<file path="src/rtl/pid_terms.sv">
// Produces the registered P, I and D terms of the PID controller from the saturated error.
// Stage 1 registers the error, the saturated derivative difference and the guarded integrator; stage 2 forms the products.
module pid_terms #(
  parameter logic signed [5:0] P_COEFF = 6'sh08,
  parameter logic signed [5:0] D_COEFF = 6'sh07,
  parameter int unsigned       D_DEPTH = 2
) (
  input  logic               clk,
  input  logic               rst_n,
  input  logic signed [9:0]  err_sat,
  input  logic               err_vld,
  input  logic               moving,
  output logic signed [15:0] P_term,
  output logic signed [11:0] I_term,
  output logic signed [12:0] D_term,
  output logic               terms_vld
);

  localparam int unsigned EW = 10;  // error width
  localparam int unsigned DW = 11;  // raw difference width
  localparam int unsigned SW = 7;   // saturated difference width
  localparam int unsigned IW = 18;  // integrator width
  localparam int unsigned PW = 16;  // P term width
  localparam int unsigned TW = 13;  // D term width

  localparam logic signed [SW-1:0] SAT_MAX = {1'b0, {(SW-1){1'b1}}};
  localparam logic signed [SW-1:0] SAT_MIN = {1'b1, {(SW-1){1'b0}}};

  logic signed [EW-1:0] queue [D_DEPTH];
  logic signed [EW-1:0] err_q;
  logic signed [SW-1:0] diff_sat;
  logic                 s1_vld;
  logic signed [IW-1:0] integ;

  logic signed [DW-1:0] d_diff_c;
  logic signed [SW-1:0] diff_sat_c;
  logic signed [IW-1:0] sum_c;
  logic                 ovf_c;
  logic signed [IW-1:0] integ_nxt_c;
  logic signed [PW-1:0] p_prod_c;
  logic signed [TW-1:0] d_prod_c;

  // Derivative difference against the oldest tracked sample, clamped to 7 bits.
  always_comb begin
    d_diff_c   = DW'(err_sat) - DW'(queue[D_DEPTH-1]);
    diff_sat_c = d_diff_c[SW-1:0];
    if (d_diff_c > DW'(SAT_MAX)) begin
      diff_sat_c = SAT_MAX;
    end else if (d_diff_c < DW'(SAT_MIN)) begin
      diff_sat_c = SAT_MIN;
    end
  end

  // Integrator: clear wins, otherwise accumulate unless the add would overflow.
  always_comb begin
    sum_c       = integ + IW'(err_sat);
    ovf_c       = (integ[IW-1] == err_sat[EW-1]) && (sum_c[IW-1] != integ[IW-1]);
    integ_nxt_c = integ;
    if (!moving) begin
      integ_nxt_c = '0;
    end else if (err_vld && !ovf_c) begin
      integ_nxt_c = sum_c;
    end
  end

  always_comb begin
    p_prod_c = PW'(err_q) * PW'(P_COEFF);
    d_prod_c = TW'(diff_sat) * TW'(D_COEFF);
  end

  // Stage 1: sample capture, history shift and integrator.
  always_ff @(posedge clk or negedge rst_n) begin
    if (!rst_n) begin
      err_q    <= '0;
      diff_sat <= '0;
      s1_vld   <= 1'b0;
      integ    <= '0;
      for (int unsigned k = 0; k < D_DEPTH; k++) begin
        queue[k] <= '0;
      end
    end else begin
      s1_vld <= err_vld;
      integ  <= integ_nxt_c;
      if (err_vld) begin
        err_q    <= err_sat;
        diff_sat <= diff_sat_c;
        queue[0] <= err_sat;
        for (int unsigned k = 1; k < D_DEPTH; k++) begin
          queue[k] <= queue[k-1];
        end
      end
    end
  end

  // Stage 2: registered terms, held between strobes.
  always_ff @(posedge clk or negedge rst_n) begin
    if (!rst_n) begin
      P_term    <= '0;
      I_term    <= '0;
      D_term    <= '0;
      terms_vld <= 1'b0;
    end else begin
      terms_vld <= s1_vld;
      if (s1_vld) begin
        P_term <= p_prod_c;
        I_term <= integ[IW-1:6];
        D_term <= d_prod_c;
      end
    end
  end

endmodule

</file>
<file path="config.mk">
export PLATFORM = sky130hd
export DESIGN_NAME = pid_terms
export DESIGN_NICKNAME = d
export VERILOG_FILES = /design/src/rtl/pid_terms.sv
export SDC_FILE = /design/constraint.sdc
export NUM_CORES = 1
export LEC_CHECK = 0
export ABC_AREA = 1
export CORE_ASPECT_RATIO = 0.8
export CORE_MARGIN = 5
export CORE_UTILIZATION = 25
export CTS_BUF_LIST = sky130_fd_sc_hd__clkbuf_8
export CTS_CLUSTER_DIAMETER = 40
export DETAILED_ROUTE_END_ITERATION = 8
export GPL_ROUTABILITY_DRIVEN = 1
export GPL_TIMING_DRIVEN = 0
export PLACE_DENSITY_LB_ADDON = 0.05
export SYNTH_ARGS = -nofsm -noshare
export SYNTH_HDL_FRONTEND = slang
export SYNTH_SLANG_ARGS = --single-unit
</file>
<file path="constraint.sdc">
create_clock -name clk -period 6.2 [get_ports clk]
set_input_delay 1.55 -clock clk [delete_from_list [all_inputs] [get_ports clk]]
set_output_delay 1.55 -clock clk [all_outputs]
set_load 0.005 [all_outputs]
</file>
==> results.md <==
* Run status: completed
* Slew headroom at 0.545
* Clock sinks at 80
* Routability Congestion at 0.793
* Die height at 141 um
* Seq cells post-synth at 80
* Top post-synthesis cells by area: dfrtp_1, nand2_1, ha_1
* Syn avg cell area at 7.92 um2
* CP endpoint kind: flip-flop
* Top FF cell, synth: dfrtp_1
* Worst-Skew Late Latency at 0.38 ns
* Setup crit start kind: input pin
* Pint at 0.00145 W
* Async SR Flop Fraction at 1.00
* Post-CTS sizing at 0
* Fin nets at 806
* Global route total overflow at 0
* YS warnings at 0
* Setup CP Type: in -> reg
* Final Skew at 0.0124 ns
* Vias/cell at 4.33
* Rows at 48
* HPWL after DPL at 11.4 mm
* Full die area at 24500 um2
* VDD IR max at 132 uV
* Initial Util at 0.252
* GRT Resource Usage Total at 0.126
* Crit path time final at 3.74 ns
* Remaining DRCs at 0
* Vias in the first global route at 4526
* Die width at 174 um
* Max-Cap Viols at 0
* Fin crit share at 0.603
* Final setup vio count at 0
* Synth top area share at 0.373
* Pwr dens at 404 nW/um2
* Final WL at 14.8 mm
* Commonest non-fill, non-tap cell in the layout: nand2_1
* Psw at 0.00115 W
* Worst EP arrival at 4.01 ns
* EDFF count, synth at 0
* H-tree levels at 3
* Critical Path Fanout Max at 12
* Wire per inst at 14.4 um
* Initial antenna violation count at 0
* Largest area contributor in the netlist: dfrtp_1
* CTS Hold Bufs at 0
* Final TNS setup at 0 ns
* Final hold slack at 0.406 ns
* Clock slew at reported path FFs at 0.10 ns
* Synthesized netlist cell count at 678
* Sw frac at 0.442
* RSZ-0062 raised after global routing: false
* Final Max Slew Viols at 0
* First-pass GRT wire length at 24.6 mm
* Drt first pass iters at 7
* I/O Pins at 56
* Netlist cell types at 39
* CTS tree: yes
* IO Port Bufs at 52
* ANT cells at 0
* Setup Buffers After CTS at 0
* Via count at 4434
* Clk pwr share at 0.151
* Worst slew pin tran at 0.682 ns
* Final Hold Fails at 0
* Area of the core at 21300 um2
* Clock Path Buffers at 2
* Pin count of the biggest net entering global routing at 46
* P_leak at 3.31 nW
* Sequential share of power at 0.298
* Synth Cell Area at 5370 um2
* Iter 0 DRT Violations at 237
* Maximum clock rate at 0.267 GHz
* Clk root buf: clkbuf_8
* Post-route ant nets at 0
* Hold Path Class: reg -> reg
* Layout area overhead at 20.2%
* Most frequent cells in the layout: nand2_1, dfrtp_1, inv_1
* Sequential fraction of the synthesis area at 0.373
* Worst path required time at 6.47 ns
* Gate power share at 0.551
* Share of layout cells above drive strength 1 at 0.0988
* TritonCTS Buffers at 9
flip-flops by register name, indices dropped and copies added (netlist names):
signal	count
I_term	12
s1_vld	1
integ	18
diff_sat	7
P_term	10
D_term	11
terms_vld	1
err_q	10
queue	10
Yosys cell counts (2+ instances only):
cell / instances
nand3_2: 18
ha_1: 41
a21o_1: 3
inv_2: 3
buf_6: 2
fa_1: 7
nand2_2: 3
o21ai_1: 3
xnor2_1: 9
buf_4: 8
o21ai_0: 39
dfrtp_1: 80
clkbuf_8: 3
nand2_4: 5
nor2_4: 3
nor3_1: 3
xor2_1: 13
nand3_1: 42
clkbuf_1: 10
a31oi_1: 2
a21oi_2: 3
a21oi_1: 30
nand2_1: 217
nand4_1: 6
inv_1: 79
nor2_1: 33
per-stage QoR:
step	cells	utilization	setup slack, ns	area [um2]	power (W)
6_report	1024	0.303	2.46	6450	0.00261
5_1_grt	1024	0.303	2.29	6450	0.00289
4_1_cts	1024	0.303	2.46	6450	0.00265
3_5_place_dp	1008	0.294	2.05	6260	0.00224
3_3_place_gp	1007	0.293	0.353	6240	0.00223
2_1_floorplan	680	-	3.07	5370	0.00179
kinds of logic after synthesis:
logic type               Yosys count  synth area share
AND/OR/NAND/NOR                  335             0.287
adder cells (fa/ha/maj)           48             0.122
XOR/XNOR                          22            0.0359
other                              1          0.000699
buffers and inverters            107            0.0919
AO/OA/AOI/OAI                     85            0.0902
flip-flops                        80             0.373
worst paths after layout:
kind / cells after the start / endpoint / startpoint / slack (ns)
max in group asynchronous: 2 / err_q[3] / rst_n / 4.46
min in group asynchronous: 1 / D_term[7] / rst_n / 1.12
setup / recovery: 12 / integ[9] / err_sat[9] / 2.46
setup reg to reg: 14 / D_term[9] / diff_sat[2] / 3.35
hold reg to reg: 0 / terms_vld / s1_vld / 0.41
hold / removal: 0 / terms_vld / s1_vld / 0.41
worst max-delay path, cell delays in order:
cell             delay [ns]
clkdlybuf4s50_1        0.81
ha_1                   0.38
a21oi_2                0.22
o21a_4                 0.17
nor2_4                 0.04
nor2_4                 0.17
nand2_4                0.08
nand2_4                0.08
nand3_4                0.18
buf_12                 0.22
nand3_2                0.05
nand2_1                0.05
layer usage:
layer  wire length [um]  global-route usage  part of all wire  up-vias
met3                553              0.0279             0.037       10
met4                157              0.0300             0.011        0
li1                   -                   -                 -     2294
met2               5860               0.181              0.40       83
met1               8230               0.191              0.56     2047
met5                  0                   0                 0        -
power by group through the flow:
stage          Combinational, W  Sequential (W)  Clock [W]
2_1_floorplan           0.00103        0.000761          0
3_3_place_gp            0.00145        0.000786          0
3_5_place_dp            0.00145        0.000789          0
4_1_cts                 0.00146        0.000780   0.000417
5_1_grt                 0.00165        0.000799   0.000437
6_report                0.00144        0.000776   0.000394
area by class of cell:
| class | count | area [um2] |
|---|---|---|
| sequential | 80 | 2000 |
| fill | 2306 | 14900 |
| clock inverter | 7 | 63.8 |
| clock buffer | 9 | 124 |
| timing repair buffer | 53 | 546 |
| multi-input combinational | 493 | 2880 |
| inverter | 82 | 308 |
| buffer | 25 | 185 |
| tap | 275 | 344 |
(Power assumes the default switching activity.)
